===== config.mk =====
export PLATFORM = sky130hd
export DESIGN_NAME = program_loader
export DESIGN_NICKNAME = d
export VERILOG_FILES = /design/src/rtl/program_loader.sv
export SDC_FILE = /design/constraint.sdc
export NUM_CORES = 1
export LEC_CHECK = 0
export ABC_AREA = 1
export BUFFER_PORTS_ARGS = -buffer_cell sky130_fd_sc_hd__buf_2
export CORE_MARGIN = 3
export CORE_UTILIZATION = 45
export CTS_BUF_LIST = sky130_fd_sc_hd__clkbuf_4 sky130_fd_sc_hd__clkbuf_8
export CTS_CLUSTER_SIZE = 25
export DETAILED_ROUTE_END_ITERATION = 8
export MAX_ROUTING_LAYER = met4
export PLACE_DENSITY = 0.69
export SYNTH_ARGS = -nofsm -noshare
export SYNTH_HDL_FRONTEND = slang
export SYNTH_SLANG_ARGS = --single-unit

===== constraint.sdc =====
create_clock -name clk -period 3.9 [get_ports clk]
set_input_delay 0.195 -clock clk [delete_from_list [all_inputs] [get_ports clk]]
set_output_delay 0.195 -clock clk [all_outputs]
set_load 0.02 [all_outputs]

===== src/rtl/program_loader.sv =====
// Boot-time program loader: takes a little-endian byte stream (16-bit word count, then
// 32-bit words), writes the words to instruction memory and holds the core in reset until done.
module program_loader #(
    parameter int unsigned ADDR_W = 8
) (
    input  logic              clk,
    input  logic              rst,
    input  logic              start,
    input  logic              byte_valid,
    input  logic [7:0]        byte_data,
    output logic              byte_ready,
    output logic              imem_we,
    output logic [ADDR_W-1:0] imem_addr,
    output logic [31:0]       imem_wdata,
    output logic              core_rst,
    output logic              busy,
    output logic              done,
    output logic              error,
    output logic [15:0]       word_count
);

    typedef enum logic [2:0] {
        IDLE,
        HDR0,
        HDR1,
        DATA,
        WRITE,
        DONE,
        ERR
    } state_t;

    // Wide enough to hold both the 16-bit count and 2^ADDR_W without truncation.
    localparam int unsigned CMP_W = (ADDR_W + 1 > 17) ? ADDR_W + 1 : 17;
    localparam logic [CMP_W-1:0] MAX_WORDS = CMP_W'(1) << ADDR_W;

    state_t            state, state_next;
    logic [ADDR_W:0]   idx, idx_next, idx_inc;
    logic [1:0]        cnt, cnt_next;
    logic [31:0]       word, word_next;
    logic [7:0]        n_lo, n_lo_next;
    logic [15:0]       n_next;
    logic              fire;
    logic              we_q;
    logic [ADDR_W-1:0] addr_q;
    logic [31:0]       wdata_q;
    logic [15:0]       n_hdr;

    assign fire    = byte_valid && byte_ready;
    assign idx_inc = idx + 1'b1;
    assign n_hdr   = {byte_data, n_lo};

    always_comb begin
        state_next = state;
        idx_next   = idx;
        cnt_next   = cnt;
        word_next  = word;
        n_lo_next  = n_lo;
        n_next     = word_count;
        case (state)
            IDLE, DONE, ERR: begin
                if (start) begin
                    state_next = HDR0;
                    idx_next   = '0;
                    cnt_next   = '0;
                end
            end
            HDR0: begin
                if (fire) begin
                    n_lo_next  = byte_data;
                    state_next = HDR1;
                end
            end
            HDR1: begin
                if (fire) begin
                    n_next = n_hdr;
                    if (n_hdr == 16'd0)
                        state_next = DONE;
                    else if (CMP_W'(n_hdr) > MAX_WORDS)
                        state_next = ERR;
                    else
                        state_next = DATA;
                end
            end
            DATA: begin
                if (fire) begin
                    word_next[{cnt, 3'b000} +: 8] = byte_data;
                    cnt_next = cnt + 2'd1;
                    if (cnt == 2'd3)
                        state_next = WRITE;
                end
            end
            WRITE: begin
                idx_next = idx_inc;
                if (CMP_W'(idx_inc) == CMP_W'(word_count))
                    state_next = DONE;
                else
                    state_next = DATA;
            end
            default: state_next = IDLE;
        endcase
    end

    // Outputs are registered from the next-state decode so they line up with the state register.
    always_ff @(posedge clk) begin
        if (rst) begin
            state      <= IDLE;
            idx        <= '0;
            cnt        <= '0;
            word       <= '0;
            n_lo       <= '0;
            word_count <= '0;
            byte_ready <= 1'b0;
            we_q       <= 1'b0;
            addr_q     <= '0;
            wdata_q    <= '0;
            core_rst   <= 1'b1;
            busy       <= 1'b0;
            done       <= 1'b0;
            error      <= 1'b0;
        end else begin
            state      <= state_next;
            idx        <= idx_next;
            cnt        <= cnt_next;
            word       <= word_next;
            n_lo       <= n_lo_next;
            word_count <= n_next;
            byte_ready <= (state_next == HDR0) || (state_next == HDR1) || (state_next == DATA);
            we_q       <= (state_next == WRITE);
            addr_q     <= (state_next == WRITE) ? idx_next[ADDR_W-1:0] : '0;
            wdata_q    <= (state_next == WRITE) ? word_next : '0;
            core_rst   <= (state_next != DONE);
            busy       <= (state_next == HDR0) || (state_next == HDR1) ||
                          (state_next == DATA) || (state_next == WRITE);
            done       <= (state_next == DONE);
            error      <= (state_next == ERR);
        end
    end

    // Gating by rst keeps a reset that lands on a WRITE cycle from committing the word.
    assign imem_we    = we_q && !rst;
    assign imem_addr  = imem_we ? addr_q : '0;
    assign imem_wdata = imem_we ? wdata_q : '0;

endmodule


==> results of run 1 <==
[cell type report]
class / count / area, µm²
tap: 136 / 170
clock buffer: 18 / 241
clock inverter: 14 / 138
sequential: 116 / 2320
timing repair buffer: 75 / 380
inverter: 110 / 413
multi-input combinational: 431 / 2020
fill: 1017 / 4730
[metal layers]
| metal | track usage | part of all wire |
|---|---|---|
| met1 | 0.256 | 0.45 |
| met2 | 0.319 | 0.48 |
| met3 | 0.0513 | 0.054 |
| met4 | 0.0967 | 0.016 |
| met5 | - | 0 |
[worst min-delay path, delay by kind of cell]
family,cells,cell delay [ps]
and+or+nand+nor,2,160
buffers and inverters,1,160
[worst paths after layout]
kind / from / to / slack (ps) / cells after the start
worst min-delay path: byte_data[2] / n_lo[2]$_SDFFE_PP0P_ / 130 / 3
worst max register to register: cnt[0]$_SDFFE_PP0P_ / wdata_q[21]$_SDFF_PP0_ / 1420 / 8
worst max-delay path: cnt[0]$_SDFFE_PP0P_ / wdata_q[21]$_SDFF_PP0_ / 1420 / 8
worst min register to register: word_count[14]$_SDFFE_PP0P_ / word_count[14]$_SDFFE_PP0P_ / 470 / 2
[Yosys cell counts, types with 5 or more instances]
| library cell | n |
|---|---|
| nor3_1 | 5 |
| ha_1 | 7 |
| nor2_1 | 156 |
| inv_2 | 5 |
| dfxtp_1 | 116 |
| nand2_1 | 110 |
| o21ai_1 | 8 |
| o21ai_0 | 50 |
| o41ai_1 | 8 |
| a21oi_1 | 27 |
| nand3_1 | 16 |
| nor2_2 | 9 |
| buf_2 | 5 |
| o31ai_1 | 8 |
| clkbuf_1 | 17 |
| inv_1 | 104 |
[sequential cells by signal, indices dropped and copies added, names as in the netlist]
signal	cells
word	32
state	3
cnt	2
wdata_q	32
addr_q	8
byte_ready	1
error	1
idx	9
n_lo	8
we_q	1
busy	1
done	1
word_count	16
core_rst	1
[per-stage QoR]
stage                util  power, mW
floorplan               -       1.42
global placement    0.510       1.48
CTS                 0.546       2.55
global route        0.546       2.63
finish              0.546       2.52
detailed placement  0.510       1.48
[power by group through the flow]
| stage | clock [mW] | sequential [mW] | combinational (mW) |
|---|---|---|---|
| after floorplan | 0 | 1.27 | 0.145 |
| after global placement | 0 | 1.26 | 0.222 |
| after detailed placement | 0 | 1.26 | 0.225 |
| after CTS | 1.09 | 1.23 | 0.226 |
| after global routing | 1.14 | 1.24 | 0.252 |
| final | 1.06 | 1.23 | 0.225 |
[logic make-up after synthesis]
logic type | after synthesis | share of synthesized area
compound gates | 108 | 0.124
fa+ha+maj | 7 | 0.0179
buf+inv | 136 | 0.110
flops | 116 | 0.476
simple gates | 316 | 0.272
==> impl_metrics.yaml, run 1 <==
run_status:
  status: "finished, final reports clean"
floorplanning:
  core_mm2: 0.0104
  die_area_mm2: 0.0121
  die_w_um: 110
  rows: 37
  io_pins: 74
  die_h_um: 110
  start_util: 0.469
logic_synthesis:
  synth_edf_count: 0
  synth_top_cell_by_area: "dfxtp_1"
  syn_inst: 683
  synth_ff_type: "dfxtp_1"
  synth_area_leaders: "dfxtp_1 48%, nor2_1 12%, nand2_1 8.5%"
  synth_cell_types: 33
  synth_warnings: 0
  ys_seq_area_frac: 0.476
  synth_area_mm2: 0.00488
  synth_nets: 702
  synth-async-reset-ratio: 0
  synth.top_cell.area_share: 0.476
  ys_ff_latch: 116
  avgSynthCellArea_um2: 7.15
power_and_ir_drop:
  leakage_nw: 2.44
  p_int_mw: 1.84
  power_frac_seq: 0.490
  power_density_mw_per_mm2: 443
  clock_power_share: 0.421
  sw_frac_of_total: 0.269
  switching_power_mw: 0.677
  vdd_drop_max_mv: 0.214
  combPwrFrac: 0.089
clock_tree:
  cts_buffers: 17
  clk_pin_slew_ps: 70
  cts_setup_buffers: 0
  clk_latency_ps: 430
  cts_sinks: 116
  hold_buffers: 0
  cts_max_level: 4
  root_buffer: "clkbuf_8"
  cts_resized: 0
  cts_tree: "built"
  cts_buffer_depth: 2
route:
  initialDrtViolationCount: 263
  viasPerCell: 4.80
  vias: 4320
  final_antenna_net_count: 0
  wirelength_mm: 11.3
  wire_per_inst_um: 12.6
  dr.pass1.iters: 5
  drc: 0
setup_path:
  critical-path-top-delay-family: "simple AND/OR/NAND/NOR gates"
  cp_slowest_cell: "nor3_1"
  worstSetupStartpointType: "register"
  path_buf_inv: 2
  critPathArrivalTime_ps: 2840
  path_cells: "inv_1 > ha_1 > inv_1 > nor3_1 > nand2_1 > nand2_1 > o21ai_0 > nor2_1"
  critPathCaptureType: "register"
  max_stage_delay_ps: 630
  cp_max_fo: 15
  cp_data_required_time_ps: 4260
  setup.worst_path.class: "register to register"
timing:
  tns_ps: 0
  rsz0062_at_grt: "false"
  min_period_ps: 2480
  finalClockSkew_ps: 7.14
  finalMaxSlewViolations: 0
  max-slew-margin-rel: 0.414
  fmax_ghz: 0.404
  fin_ws_ps: 1420
  final_hold_viol_count: 0
  final.period_utilization: 0.635
  hold_slack_ps: 134
  setup_viol: 0
  tightest_slew_ps: 872
finish:
  final_area_mm2: 0.00569
  final_cell_mix: "156 x nor2_1, 116 x dfxtp_1, 110 x nand2_1"
  final_common_cell: "nor2_1"
  nets: 770
  stdcell_count: 900
  antenna_cells: 0
  syn_to_final_growth_pct: 16.4
  layout-drive-gt1-share: 0.178
grt:
  grt_overflow: 0
  grt_pass1_vias: 3990
  antenna_found_initial: 0
  grt_first_pass_wirelength_mm: 19.0
  globalRouteTotalUtil: 0.207
  grt_max_degree: 42
placed_design:
  dp.cells: 868
  dp_slack_ps: 1510
  place_area_mm2: 0.00531
  gp_routability_congestion: 0.874
  port_buffers: 73
  hpwl_mm: 8.15
run:
  cap_violations: 0
hold_path:
  holdCritPathClass: "input port to register"
No activity file was read; power rests on OpenSTA's default activity.
==> run 2: changes to the inputs <==
- clock period: 3.9 -> 2.5 ns (I/O delays scaled with it)
==> impl_metrics.yaml, run 2 (synthesis gave the netlist of run 1 again) <==
clock_tree:
  root_buffer: "clkbuf_8"
  clk_pin_slew_ps: 70
  cts_tree: "built"
  cts_resized: 0
  cts_buffers: 17
  hold_buffers: 0
  clk_latency_ps: 420
  cts_sinks: 116
  cts_max_level: 4
  cts_setup_buffers: 0
  cts_buffer_depth: 2
route:
  initialDrtViolationCount: 232
  drc: 0
  vias: 4331
  wirelength_mm: 11.2
  wire_per_inst_um: 12.4
  dr.pass1.iters: 4
  viasPerCell: 4.79
  final_antenna_net_count: 0
power_and_ir_drop:
  clock_power_share: 0.451
  power_density_mw_per_mm2: 719
  switching_power_mw: 1.04
  leakage_nw: 2.49
  sw_frac_of_total: 0.251
  power_frac_seq: 0.462
  combPwrFrac: 0.087
  vdd_drop_max_mv: 0.404
  p_int_mw: 3.12
setup_path:
  setup.worst_path.class: "register to register"
  cp_data_required_time_ps: 2860
  critPathCaptureType: "register"
  r2r-start: "cnt[1]$_SDFFE_PP0P_"
  r2r-end: "word[21]$_SDFF_PP0_"
  worstSetupStartpointType: "register"
  r2r_cells: 8
  critPathArrivalTime_ps: 2510
  cp_max_fo: 11
  r2r_slack_ps: 350
grt:
  grt_overflow: 0
  grt_max_degree: 35
  grt_first_pass_wirelength_mm: 18.8
  globalRouteTotalUtil: 0.204
  grt_pass1_vias: 3957
  antenna_found_initial: 0
finish:
  antenna_cells: 0
  multi_input_area_mm2: 0.00202
  fill_cells: 986
  nets: 776
  layout-drive-gt1-share: 0.183
  stdcell_count: 905
  syn_to_final_growth_pct: 18.5
  final_cell_mix: "156 x nor2_1, 116 x dfxtp_1, 110 x nand2_1"
  final_common_cell: "nor2_1"
  top_regs: "wdata_q (32), word (32), word_count (16)"
  register_area_mm2: 0.00232
run:
  cap_violations: 0
floorplanning:
  die_h_um: 110
  io_pins: 74
  start_util: 0.469
  die_w_um: 110
  core_mm2: 0.0104
  rows: 37
  die_area_mm2: 0.0121
placed_design:
  hpwl_mm: 8.33
  gp_routability_congestion: 0.905
  port_buffers: 73
  dp.cells: 874
timing:
  finalMaxSlewViolations: 0
  tns_ps: 0
  final.period_utilization: 0.861
  fmax_ghz: 0.465
  max-slew-margin-rel: 0.423
  setup_viol: 0
  final_hold_viol_count: 0
  min_period_ps: 2150
  finalClockSkew_ps: 13.0
  tightest_slew_ps: 859
  rsz0062_at_grt: "false"
run_status:
  status: "finished, final reports clean"
hold_path:
  holdCritStartpoint: "rst"
  holdPathEnd: "word[1]$_SDFF_PP0_"
  whs_path_depth: 2
  holdCritPathClass: "input port to register"
run 2: changes by cell type in the layout (fill, tap and decap cells not counted):
cell,previous run,this run
clkinv_2,6,2
clkbuf_8,17,18
clkinvlp_4,4,3
buf_4,2,8
bufinv_16,2,4
inv_6,1,2
run 2: layout make-up:
type / instances / share of cell area
Clock buffer: 19 / 0.0441
Sequential cell: 116 / 0.401
Clock inverter: 12 / 0.0309
Multi-Input combinational cell: 431 / 0.349
Tap cell: 136 / 0.0294
Timing Repair Buffer: 81 / 0.0735
Inverter: 110 / 0.0714
run 2: worst max path at each step:
stage | end | cells after the start | start
floorplan | word[24]$_SDFF_PP0_ | 9 | cnt[0]$_SDFFE_PP0P_
global placement | wdata_q[17]$_SDFF_PP0_ | 8 | cnt[1]$_SDFFE_PP0P_
detailed placement | wdata_q[17]$_SDFF_PP0_ | 8 | cnt[1]$_SDFFE_PP0P_
CTS | wdata_q[17]$_SDFF_PP0_ | 8 | cnt[1]$_SDFFE_PP0P_
global route | wdata_q[19]$_SDFF_PP0_ | 8 | cnt[1]$_SDFFE_PP0P_
finish | word[21]$_SDFF_PP0_ | 8 | cnt[1]$_SDFFE_PP0P_
run 2: power by group through the flow:
stage               Sequential (mW)  Combinational, mW  Clock [mW]
floorplan                      1.98              0.227           0
global placement               1.96              0.355           0
detailed placement             1.96              0.362           0
CTS                            1.92              0.364        1.90
global route                   1.93              0.408        1.99
finish                         1.92              0.361        1.88
run 2: per-stage QoR:
stage          worst slack (ps)  utilization  instance area, µm²  hold WS (ps)  total power, mW
2_1_floorplan               331            -                4880           197             2.21
5_1_grt                     121        0.556                5790          59.6             4.33
3_5_place_dp                382        0.514                5350           464             2.33
4_1_cts                     374        0.556                5790          32.3             4.19
6_report                    348        0.556                5790          50.8             4.16
3_3_place_gp                501        0.514                5350           451             2.32
run 2: critical path, stage by stage (launching register included):
cell and delay (ps):
dfxtp_1 400, inv_1 110, ha_1 300, inv_1 140, nor3_1 690, nand2_1 100, nand2_1 100, o21ai_0 110
nor2_1 130
run 2: layer usage:
layer  track usage  share of wire
met3        0.0489          0.051
met4        0.0712          0.018
met2         0.328           0.48
met5             -              0
met1         0.251           0.45
